`config.mk`:
```
export PLATFORM = sky130hd
export DESIGN_NAME = wbarbiter_wdt
export DESIGN_NICKNAME = d
export VERILOG_FILES = /design/src/rtl/wbarbiter_wdt.sv
export SDC_FILE = /design/constraint.sdc
export NUM_CORES = 1
export LEC_CHECK = 0
export ABC_AREA = 0
export CAP_MARGIN = 5
export CORE_AREA = 2 2 107 109
export CTS_CLUSTER_SIZE = 28
export DETAILED_ROUTE_END_ITERATION = 8
export DIE_AREA = 0 0 109 111
export GPL_TIMING_DRIVEN = 0
export SETUP_SLACK_MARGIN = 0.05
export SLEW_MARGIN = 20
export SYNTH_ARGS = -nofsm -noshare
export SYNTH_HDL_FRONTEND = slang
export SYNTH_SLANG_ARGS = --single-unit
export TNS_END_PERCENT = 20
```
`constraint.sdc`:
```
create_clock -name i_clk -period 3.49 [get_ports i_clk]
set_input_delay 0.698 -clock i_clk [delete_from_list [all_inputs] [get_ports i_clk]]
set_output_delay 0.698 -clock i_clk [all_outputs]
set_load 0.005 [all_outputs]
```
`src/rtl/wbarbiter_wdt.sv`:
```
// Two-master pipelined Wishbone arbiter with registered grant.
// Optional bus watchdog enabled by defining WBARB_WATCHDOG_EN.
module wbarbiter_wdt #(
    parameter int AW         = 32,
    parameter int DW         = 32,
    parameter int PRIORITY_A = 0,
    parameter int LGTIMEOUT  = 19
) (
    input  logic          i_clk,
    input  logic          i_reset,
    input  logic          i_a_cyc,
    input  logic          i_a_stb,
    input  logic          i_a_we,
    input  logic [AW-1:0] i_a_addr,
    input  logic [DW-1:0] i_a_data,
    output logic          o_a_ack,
    output logic          o_a_stall,
    output logic          o_a_err,
    input  logic          i_b_cyc,
    input  logic          i_b_stb,
    input  logic          i_b_we,
    input  logic [AW-1:0] i_b_addr,
    input  logic [DW-1:0] i_b_data,
    output logic          o_b_ack,
    output logic          o_b_stall,
    output logic          o_b_err,
    output logic          o_cyc,
    output logic          o_stb,
    output logic          o_we,
    output logic [AW-1:0] o_addr,
    output logic [DW-1:0] o_data,
    input  logic          i_ack,
    input  logic          i_stall,
    input  logic          i_err,
    input  logic [DW-1:0] i_data,
    output logic [DW-1:0] o_rdata,
    output logic [1:0]    o_owner
);

    localparam logic [1:0] S_IDLE  = 2'd0;
    localparam logic [1:0] S_OWN_A = 2'd1;
    localparam logic [1:0] S_OWN_B = 2'd2;
    localparam logic [1:0] S_LOCK  = 2'd3;

    logic [1:0] r_state;
    logic [1:0] w_next;
    logic       r_last_b;
    logic       w_cyc;
    logic       w_timeout;
    logic       w_a_wins;

    // Read data is shared; only the ack tells a master it is theirs.
    assign o_rdata = i_data;

    // Slave CYC follows the current owner's CYC only.
    assign w_cyc = (r_state == S_OWN_A) ? i_a_cyc :
                   (r_state == S_OWN_B) ? i_b_cyc : 1'b0;

    // On a tie A wins under fixed priority or if B owned the bus last.
    assign w_a_wins = (PRIORITY_A != 0) || r_last_b;

`ifdef WBARB_WATCHDOG_EN
    localparam logic [LGTIMEOUT-1:0] WDT_HIT = {{(LGTIMEOUT-1){1'b1}}, 1'b0};

    logic [LGTIMEOUT-1:0] r_wdt;

    // Terminal cycle: counter would reach all-ones this cycle; an ack wins.
    assign w_timeout = w_cyc && !i_ack && (r_wdt == WDT_HIT);

    // Count cycles of an open bus cycle without an acknowledgement.
    always_ff @(posedge i_clk or posedge i_reset) begin
        if (i_reset)
            r_wdt <= '0;
        else if (!w_cyc || i_ack || w_timeout)
            r_wdt <= '0;
        else
            r_wdt <= r_wdt + 1'b1;
    end
`else
    logic w_unused_lg;

    assign w_timeout   = 1'b0;
    assign w_unused_lg = (LGTIMEOUT > 0);
`endif

    // State register.
    always_ff @(posedge i_clk or posedge i_reset) begin
        if (i_reset)
            r_state <= S_IDLE;
        else
            r_state <= w_next;
    end

    // Remember who owned the bus last, for round-robin ties and LOCKOUT.
    always_ff @(posedge i_clk or posedge i_reset) begin
        if (i_reset)
            r_last_b <= 1'b1;
        else if (r_state == S_OWN_A && w_next != S_OWN_A)
            r_last_b <= 1'b0;
        else if (r_state == S_OWN_B && w_next != S_OWN_B)
            r_last_b <= 1'b1;
    end

    // Next-state logic; every owner change passes through IDLE.
    always_comb begin
        w_next = r_state;
        unique case (r_state)
            S_IDLE: begin
                if (i_a_cyc && (!i_b_cyc || w_a_wins))
                    w_next = S_OWN_A;
                else if (i_b_cyc)
                    w_next = S_OWN_B;
            end
            S_OWN_A: begin
                if (!i_a_cyc)
                    w_next = S_IDLE;
                else if (w_timeout)
                    w_next = S_LOCK;
            end
            S_OWN_B: begin
                if (!i_b_cyc)
                    w_next = S_IDLE;
                else if (w_timeout)
                    w_next = S_LOCK;
            end
            S_LOCK: begin
                if (r_last_b ? !i_b_cyc : !i_a_cyc)
                    w_next = S_IDLE;
            end
            default: w_next = S_IDLE;
        endcase
    end

    // Output mux on the registered owner; non-owners are stalled.
    always_comb begin
        o_cyc     = w_cyc;
        o_stb     = 1'b0;
        o_we      = 1'b0;
        o_addr    = '0;
        o_data    = '0;
        o_a_ack   = 1'b0;
        o_a_err   = 1'b0;
        o_a_stall = 1'b1;
        o_b_ack   = 1'b0;
        o_b_err   = 1'b0;
        o_b_stall = 1'b1;
        o_owner   = 2'b00;
        unique case (r_state)
            S_OWN_A: begin
                o_stb     = i_a_stb;
                o_we      = i_a_we;
                o_addr    = i_a_addr;
                o_data    = i_a_data;
                o_a_stall = i_stall;
                o_a_ack   = i_ack;
                o_a_err   = i_err || w_timeout;
                o_owner   = 2'b01;
            end
            S_OWN_B: begin
                o_stb     = i_b_stb;
                o_we      = i_b_we;
                o_addr    = i_b_addr;
                o_data    = i_b_data;
                o_b_stall = i_stall;
                o_b_ack   = i_ack;
                o_b_err   = i_err || w_timeout;
                o_owner   = 2'b10;
            end
            S_LOCK: begin
                o_owner = r_last_b ? 2'b10 : 2'b01;
            end
            default: begin
                o_owner = 2'b00;
            end
        endcase
    end

endmodule

```
# Yosys cells after proc, flatten, opt, wreduce, memory -nomap -nowiden
# Index checks and enable logic that the tools add are counted.
# totals
in_bits	171
wordCells	38
register_bits	3
output_inout_bits	107
# classes
n_eq_ne	5
reduce_logical	8
n_mux	23
# op_table
cell	n
32-bit case mux with 2 select lines	2
2-bit 2-to-1 mux	6
1-bit 2-to-1 mux	11
2-bit case mux with 4 select lines	1
2-bit case mux with 3 select lines	1
2-bit == test, second input constant	2
1-bit case mux with 2 select lines	2
1-bit logical AND	3
2-bit by 1-bit == test with 1-bit output, second input constant	1
1-bit zero test	2
2-bit zero test	1
2-bit by 1-bit inequality test with 1-bit output, second input constant	1
2-bit inequality test, second input constant	1
2-bit nonzero test	1
1-bit logical OR	1

# Longest topological paths before layout
# Gate-level depths: netlist of the first run.
# depth
word_depth	9
mapped_depth	7
depth_no_buf	7

# Worst setup path before layout of the first run
# Ideal clock, no wire load.
# synth_timing
path_type	reg2out
startpoint	register r_state[0]
endpoint	output port o_addr[0]
slack_ns	1.357
arrival_time_ns	1.435
path_buffers	2
required_ns	2.792
path_stages_with_launch	7
cell_sequence	dfrtp_1 inv_1 ha_1 clkbuf_1 clkbuf_1 a22oi_1 nor2b_1
# synth_via
elab_chain_len	2
elab_cells_between_ends	3
cone_classes	2 x eq/ne; 1 x mux
# synth_rtl
element	line	source
from (decl)	45	logic [1:0] r_state;
from (signal assigned)	91	r_state <= w_next;
2-bit == test or 2-bit by 1-bit == test with 1-bit output (tied branches)	148	unique case (r_state)
32-bit case mux with 2 select lines (*)	148	
to (decl)	30	output logic [AW-1:0] o_addr,
# Every way passes the cells marked *; elsewhere a longest branch is shown, timed or not.

# Worst setup path in the final report of the first run
# layout_timing
startpoint	register r_state[1]
endpoint	output port o_data[0]
# layout_via
elab_chain_len	2
elab_cells_between_ends	3
cone_classes	2 x eq/ne; 1 x mux
# layout_rtl
element	line	source
2-bit == test or 2-bit by 1-bit == test with 1-bit output (tied branches)	148	
32-bit case mux with 2 select lines (*)	148	
to (decl)	31	output logic [DW-1:0] o_data,
# Marks and branches as above.

==> metrics.txt, run 1 <==
Crit path required time=2.79 ns; worst-path maximum fanout=10; Hold Path End=r_last_b; R2R setup slack=1.41 ns; DP Area=4180 µm²; RSZ-0062 raised after global routing=true; clk buf depth=2; Syn Inst Count=224; Slew headroom=66.7%; vias in the first global route=2627; register area share after synthesis=4.94%; clk_lat worst skew=0.23 ns; fin crit period=3.29 ns; cts bufs inserted=3; CP Cell Sequence=inv_1 -> ha_1 -> clkbuf_1 -> a22oi_1 -> nor2b_1 -> clkdlybuf4s50_1; GP Congestion=0.789; status=completed; area grow syn2layout=175%; cell taking the most area after synthesis=a22oi_1; initial antenna violation count=0; flops & latches, synth=3; DRT Wirelength=8800 µm; Reg-to-Reg End=r_last_b; yosys warns=0; crit share post-route=94.3%; Max Clk Rate=0.304 GHz; post-CTS setup buffer count=0; max-cap viol count=0; Synth cell types=24; Worst Hold Class=reg -> reg; crit path kind=reg -> out; top-area cell type share of the netlist area=32.1%; final setup fails=0; htree depth=1; worst hold slack=0.567 ns; via/cell ratio=4.35; core footprint=11100 µm²; post-synth net total=399; fin nets=647; Hold-fix buffers, CTS=0; TritonCTS clock tree=yes; Worst-path clk slew=0.03 ns; Slew Limit Fails=0; die height=111 µm; Post-synth top cells=66 x a22oi_1, 66 x nor2b_1, 32 x buf_4, 21 x clkbuf_1; Power Density=504 nW/µm²; Synth async-reset ratio=100%; main flop type after synthesis=dfrtp_1; share of layout cells above drive strength 1=8.28%; Netlist Area Pre-Place=1550 µm²; setup TNS=0 ns; slew of the pin with the lowest slew margin=0.492 ns; post-CTS resize count=0; input/output buffers=245; initial core utilization=14.0%; Finished Cell Area=4250 µm²; Row Count=39; starting DRC count in detailed routing=108; ranking of synthesized cells by area=a22oi_1 32%, nor2b_1 27%, buf_4 16%; die area=12100 µm²; hold_sp=r_last_b; Worst path slowest cell=clkdlybuf4s50_1; syn_area_per_cell=6.90 µm²; worst r2r src=r_state[1]; Final ANT Viol Nets=0; DRC=0; Worst path max stage delay=0.55 ns; Clock Skew=0.00120 ns; largest net degree at the start of global routing=11; WHS Path Cells=1; Die X=109 µm; final hold violation count=0; # diodes=0; Routed wire per std cell=14.3 µm; hpwl dp=7380 µm; grt total ovfl=0; Clock Tree Root=clkbuf_16; Tot GR Track Use=13.0%; TritonRoute pass-1 iters=5; fillers=1139; DR vias=2671; CP endpoint kind=output pin; first-pass GRT wire length=12600 µm; I/O pins=278; leakage=1.50 nW; r2r worst-path depth=6; CP startpoint kind=flip-flop; VDD IR max=0.000361 V; EDFF count, synth=0; Critical Path AT=2.59 ns; clk sink count=3
==> through the flow <==
stage	total power (W)	utilization, %	cells	worst slack, ns
after floorplan	0.000988	-	224	1.36
after global routing	0.00234	38.4	614	0.0194
after CTS	0.00217	38.3	614	0.154
after global placement	0.00196	37.7	612	0.259
final	0.00214	38.4	614	0.201
after detailed placement	0.00197	37.7	612	0.263
==> sequential cells by signal (all words and copies together), names as in the netlist <==
name,count
r_state,2
r_last_b,1
==> metal layers <==
metal  share of wire, %  global-route usage, %
met5                  0                      0
met4               0.66                   2.56
met3                 12                   3.06
met2                 53                   25.8
met1                 34                   13.5
==> worst max path at each step <==
stage               startpoint         end  slack [ns]  cells after the start
finish              r_state[1]   o_data[0]        0.20                      6
global route        r_state[0]  o_addr[15]        0.02                      6
CTS                 r_state[1]   o_addr[3]        0.15                      6
detailed placement  r_state[0]   o_data[3]        0.26                      7
global placement    r_state[0]   o_data[3]        0.26                      7
floorplan           r_state[0]   o_addr[0]        1.36                      6
==> kinds of logic (layout without fill, tap and decap cells) <==
family	count (synthesis)	in the layout	share of synthesized area [%]
multiplexers	1	1	0.729
flip-flops	3	3	4.94
buffers and inverters	59	306	22.1
adder cells (fa/ha/maj)	4	4	3.24
AO/OA/AOI/OAI	76	76	36.5
AND/OR/NAND/NOR	81	81	32.5
==> power by group <==
group          switching, W  internal (W)
clock             0.0000331      0.000151
sequential        0.0000235     0.0000561
combinational      0.000793       0.00109
total              0.000850       0.00129
==> critical path: cells and delay by family (launching register included) <==
family	cells	cell delay, ns
AO/OA/AOI/OAI	1	0.14
AND/OR/NAND/NOR	1	0.22
flip-flops	1	0.42
adder cells (fa/ha/maj)	1	0.47
buffers and inverters	3	1.10
==> layout by cell type, fill, tap and decap left out, types with 2 or more instances in the layout <==
cell             instances
nand2b_1                 3
clkdlybuf4s50_1        245
nand3_1                  2
clkbuf_16                3
nand3b_1                 2
clkbuf_1                18
dfrtp_1                  2
clkbuf_2                 3
nand2_1                  3
nor2b_1                 66
inv_1                    4
and2_1                   4
buf_4                   32
o21ai_0                  3
ha_1                     4
a22oi_1                 66
==> layout make-up <==
type                       instances  area [µm²]  share of cell area, %
buffer                            53         323                   7.59
clock buffer                       4        78.8                   1.85
inverter                           4        15.0                  0.353
multi-input combinational        162        1130                   26.5
sequential                         3        76.3                   1.80
tap                              143         179                   4.21
timing repair buffer             245        2450                   57.7
No activity file was read; power rests on OpenSTA's default activity.
==> run 2: changes to the inputs <==
--- a/config.mk
+++ b/config.mk
@@ -14,2 +14,4 @@
 export GPL_TIMING_DRIVEN = 0
+export MAX_ROUTING_LAYER = met4
+export PLACE_DENSITY = 0.61
 export SETUP_SLACK_MARGIN = 0.05
==> constraint.sdc (replaced) <==
create_clock -name i_clk -period 3.49 [get_ports i_clk]
set_input_delay 0.8725 -clock i_clk [delete_from_list [all_inputs] [get_ports i_clk]]
set_output_delay 0.8725 -clock i_clk [all_outputs]
set_load 0.005 [all_outputs]
==> run 2 against run 1 <==
Largest power group unchanged; setup slack improved by 0.0027 ns; register-to-register slack improved by 0.17 ns; combinational power about the same; via count decreased by 1.1%; critical path type unchanged; final area increased by 0.15%.
==> metrics.txt, run 2 (synthesis results as in run 1) <==
combinational share of power=87.8% (about the same); Power Density=506 nW/µm² (+0.25%); CP startpoint kind=flip-flop; Routed wire per std cell=14.8 µm (+3.1%); Hold-fix buffers, CTS=0 (unchanged); fillers=1169 (+2.6%); Die X=109 µm (unchanged); Critical Path AT=2.41 ns (-0.18 ns); leakage=1.50 nW (about the same); share of layout cells above drive strength 1=8.92% (+0.64 points); Worst Hold Class=reg -> reg; met1 Use GR=13.6% (+0.086 points); Final ANT Viol Nets=0 (unchanged); Slew headroom=69.2% (+2.5 points); Multi-input gate area=1130 µm² (+0.44%); CP endpoint kind=output pin; r2r worst-path depth=6 (unchanged); Max Clk Rate=0.304 GHz (about the same); largest net degree at the start of global routing=11 (unchanged); setup TNS=0 ns (unchanged); fin nets=647 (unchanged); Reg power frac=3.7% (about the same); GP Congestion=0.859 (+8.9%); core footprint=11100 µm² (unchanged); vias in the first global route=2763 (+5.2%); FF+latch area=76.3 µm² (unchanged); max-cap viol count=0 (unchanged); htree depth=1 (unchanged); Crit path required time=2.62 ns (-0.17 ns); die height=111 µm (unchanged); initial core utilization=14.0% (unchanged); WHS Path Cells=1 (unchanged); DRC=0 (unchanged); fin crit period=3.29 ns (-0.00269 ns); crit share post-route=94.2% (about the same); Row Count=39 (unchanged); cts bufs inserted=3 (unchanged); clk buf depth=2 (unchanged); busiest grt layer=met2; worst-path maximum fanout=10 (unchanged); DR vias=2642 (-1.1%); final setup fails=0 (unchanged); commonest non-fill, non-tap cell in the layout=clkdlybuf4s50_1; via/cell ratio=4.30 (-1.1%); input/output buffers=245 (unchanged); Clk pwr share=8.4% (-0.2 points); met2 usage in global routing=27.5% (+1.7 points); slew of the pin with the lowest slew margin=0.455 ns (-0.0363 ns); Internal=0.00130 W (+0.42%); Clock Tree Root=clkbuf_16; grt total ovfl=0 (unchanged); TritonCTS clock tree=yes; TritonRoute pass-1 iters=5 (unchanged); grt met3 use=2.65% (-0.41 points); Worst-path clk slew=0.03 ns (about the same); Slew Limit Fails=0 (unchanged); hpwl dp=7810 µm (+5.8%); die area=12100 µm² (unchanged); RSZ-0062 raised after global routing=true; I/O pins=278 (unchanged); first-pass GRT wire length=13000 µm (+3.5%); starting DRC count in detailed routing=86 (-20%); worst hold slack=0.581 ns (+0.0140 ns); commonest non-fill, non-tap cells in the layout=245 x clkdlybuf4s50_1, 66 x a22oi_1, 66 x nor2b_1; biggest regs=r_state (2), r_last_b (1); area grow syn2layout=176%; clk_lat worst skew=0.22 ns (about the same); CP Cell Sequence=inv_1 -> ha_2 -> clkbuf_1 -> a22oi_1 -> nor2b_1 -> clkdlybuf4s50_1; NetSw=0.000853 W (+0.36%); initial antenna violation count=0 (unchanged); Clock Skew=0.0000514 ns (-0.00115 ns); clk sink count=3 (unchanged); Top reg by flops=r_state; Switching Fraction=39.6% (about the same); # diodes=0 (unchanged); VDD IR max=0.000199 V (-45%); Worst path max stage delay=0.52 ns (-0.03 ns); Tot GR Track Use=13.8% (+0.75 points); Worst path slowest cell=clkdlybuf4s50_1; final hold violation count=0 (unchanged); crit path kind=reg -> out; DRT Wirelength=9080 µm (+3.1%); status=completed; max reg flops=2 (unchanged); post-CTS setup buffer count=0 (unchanged)
==> run 2: cell types whose count changed in the layout (fill, tap and decap cells not counted) <==
cell / before / now
clkbuf_1: 18 / 15
buf_1: 1 / 3
ha_2: 0 / 2
ha_1: 4 / 2
clkbuf_2: 3 / 4
==> run 2: area by class of cell <==
cell class | instances | share of cell area (%)
sequential | 3 | 1.79
multi-input combinational | 162 | 26.6
clock buffer | 4 | 1.85
buffer | 53 | 7.61
timing repair buffer | 245 | 57.6
inverter | 4 | 0.353
tap | 143 | 4.20
==> run 2: layer usage <==
layer	vias up	wire length, µm
met3	6	982
met1	1187	3210
li1	1267	-
met4	0	67
met5	-	0
met2	182	4820
==> run 2: power groups by stage <==
stage	logic [W]	registers, W	clock network, W
after floorplan	0.000914	0.0000735	0
after global placement	0.00188	0.0000784	0
after detailed placement	0.00190	0.0000798	0
after CTS	0.00191	0.0000794	0.000186
after global routing	0.00207	0.0000868	0.000188
final	0.00189	0.0000807	0.000181
==> run 2: stage by stage <==
stage,total power (W),instances,worst slack (ns),instance area (µm²),util [%]
CTS,0.00218,614,0.0536,4250,38.4
finish,0.00215,614,0.203,4260,38.4
floorplan,0.000988,224,1.18,1550,-
global placement,0.00196,612,-0.00866,4180,37.7
global route,0.00234,614,0.00301,4260,38.4
detailed placement,0.00198,612,-0.0148,4180,37.7
==> run 2: what timing repair did <==
item / CTS / global route
resized for setup: 3 / 5
hold endpoints to repair: 0 / 0
pin swaps: 0 / 0
endpoints found under the setup margin: 66 / 62
==> run 2: worst max-delay path: cells and delay by family (launching register included) <==
| kind | cells | cell delay, ns |
|---|---|---|
| buf+inv | 3 | 1.07 |
| flops | 1 | 0.42 |
| fa+ha+maj | 1 | 0.37 |
| compound gates | 1 | 0.17 |
| simple gates | 1 | 0.16 |
==> run 2: final timing paths <==
path | start | to | slack (ns)
worst max-delay path | r_state[1] | o_data[3] | 0.20
worst min-delay path | r_last_b | r_last_b | 0.58
worst max register to register | r_state[1] | r_last_b | 1.58
worst min register to register | r_last_b | r_last_b | 0.58
max in group asynchronous | i_reset | r_last_b | 2.46
min in group asynchronous | i_reset | r_state[1] | 0.82
==> run 3: changes to the inputs <==
- CAP_MARGIN: 5 -> 0
- CORE_AREA: 2 2 107 109 -> 2 2 109 111
- DIE_AREA: 0 0 109 111 -> 0 0 111 113
- PLACE_DENSITY: 0.61 -> 0.6
- clock period: 3.49 -> 3.1 ns (I/O delays scaled with it)
==> run 3 against run 2 <==
Routed wire length rose by 0.18%; flip-flop and latch count unchanged; setup slack lost 0.067 ns; clock power grew 15%; highest routed layer unchanged.
==> metrics.txt, run 3 (synthesis results as in run 1) <==
status=completed; leakage=1.55 nW (+3.9%); Top reg by flops=r_state; RSZ-0062 raised after global routing=true; clk_lat worst skew=0.23 ns (about the same); Critical Path AT=2.19 ns (-0.22 ns); vias in the first global route=2715 (-1.7%); Worst-path clk slew=0.03 ns (about the same); Final ANT Viol Nets=0 (unchanged); largest net degree at the start of global routing=11 (unchanged); die area=12500 µm² (+3.7%); final core occ=38.3% (-0.12 points); worst hold slack=0.582 ns (+0.00116 ns); crit path kind=reg -> out; DRC=0 (unchanged); TritonRoute pass-1 iters=4 (-1); DRT Wirelength=9090 µm (+0.18%); fin crit period=2.96 ns; first-pass GRT wire length=13300 µm (+2.3%); DR vias=2638 (-0.15%); Tot GR Track Use=13.4% (-0.41 points); max reg flops=2 (unchanged); # diodes=0 (unchanged); die height=113 µm (+1.8%); Clock Tree Root=clkbuf_16; Die X=111 µm (+1.8%); via/cell ratio=4.30 (-0.15%); biggest regs=r_state (2), r_last_b (1); fin nets=647 (unchanged); Clock Skew=0.00508 ns (+0.00502 ns); TritonCTS clock tree=yes; final setup fails=0 (unchanged); share of layout cells above drive strength 1=12.7% (+3.8 points); starting DRC count in detailed routing=132 (+53%); Multi-input gate area=1150 µm² (+1.8%); Slew Limit Fails=0 (unchanged); input/output buffers=245 (unchanged); GP Congestion=0.846 (-1.5%); CP startpoint kind=flip-flop; CP endpoint kind=output pin; Finished Cell Area=4320 µm² (+1.4%); Routed wire per std cell=14.8 µm (+0.18%); initial antenna violation count=0 (unchanged); slew of the pin with the lowest slew margin=0.426 ns (-0.0297 ns); initial core utilization=13.7% (-0.24 points); Crit path required time=2.32 ns (-0.30 ns); worst-path maximum fanout=10 (unchanged); core footprint=11300 µm² (+1.8%); commonest non-fill, non-tap cell in the layout=clkdlybuf4s50_1; clk sink count=3 (unchanged); final hold violation count=0 (unchanged); post-CTS setup buffer count=0 (unchanged); FF+latch area=78.8 µm² (+3.3%); Row Count=39 (unchanged); R2R setup slack=1.30 ns (-0.28 ns); clk buf depth=2 (unchanged); fillers=1173 (+0.34%); commonest non-fill, non-tap cells in the layout=245 x clkdlybuf4s50_1, 66 x a22oi_1, 66 x nor2b_1; grt total ovfl=0 (unchanged); area grow syn2layout=180%; cts bufs inserted=3 (unchanged); max-cap viol count=0 (unchanged); htree depth=1 (unchanged); I/O pins=278 (unchanged); hpwl dp=7770 µm (-0.54%); Slew headroom=71.2% (+2.0 points); Max Clk Rate=0.337 GHz; VDD IR max=0.000305 V (+53%); crit share post-route=95.6%; Worst Hold Class=reg -> reg; Power Density=582 nW/µm² (+15%); DP Area=4180 µm² (unchanged)
-- run 3: cell types whose count changed in the layout (fill, tap and decap cells not counted), moves of 3 or more --
cell      previous run  this run
clkbuf_1            15         2
buf_1                3         0
clkbuf_2             4         9
clkbuf_4             0         5
buf_2                0         5
-- run 3: final timing paths --
kind | start | to | cells past startpoint
setup / recovery | r_state[0] | o_addr[22] | 5
hold / removal | r_last_b | r_last_b | 1
setup reg to reg | r_state[0] | r_last_b | 6
hold reg to reg | r_last_b | r_last_b | 1
max in group asynchronous | i_reset | r_last_b | 2
min in group asynchronous | i_reset | r_state[1] | 2
-- run 3: layout make-up --
| type | count | share of cell area, % |
|---|---|---|
| multi-input cells | 162 | 26.7 |
| clock buffers | 4 | 1.83 |
| well taps | 143 | 4.14 |
| inverters | 4 | 0.348 |
| repair buffers | 245 | 56.8 |
| flip-flops and latches | 3 | 1.83 |
| plain buffers | 53 | 8.40 |
-- run 3: timing repair --
| item | CTS | global route |
|---|---|---|
| gates resized for setup | 23 | 19 |
| hold buffers | 0 | 0 |
| endpoints found under the setup margin | 73 | 66 |
-- run 3: worst max-delay path, cell delays in order, from the launching register on --
cell,delay [ns]
dfrtp_2,0.42
inv_1,0.13
ha_1,0.36
clkbuf_1,0.33
nor2b_1,0.20
clkdlybuf4s50_1,0.52
-- run 3: power by group --
| part | switching (W) | internal (W) | total [W] |
|---|---|---|---|
| Clock | 0.0000386 | 0.000170 | 0.000209 |
| Combinational | 0.000896 | 0.00131 | 0.00221 |
| Sequential | 0.0000338 | 0.0000654 | 0.0000992 |
-- run 3: layer usage --
metal / track usage (%) / wire (µm) / vias up
met3: 3.00 / 840 / 4
met4: 1.58 / 63 / 0
met5: - / 0 / -
li1: - / - / 1265
met1: 14.3 / 3500 / 1198
met2: 25.9 / 4690 / 171
-- run 3: metrics by stage --
step | setup slack, ns | setup TNS, ns | instances | power (W)
after floorplan | 0.890 | 0 | 224 | 0.00111
after global placement | -0.245 | -7.76 | 612 | 0.00221
after detailed placement | -0.278 | -9.86 | 612 | 0.00223
after CTS | -0.00444 | -0.00444 | 614 | 0.00250
after global routing | 0.0317 | 0 | 614 | 0.00271
final | 0.136 | 0 | 614 | 0.00251
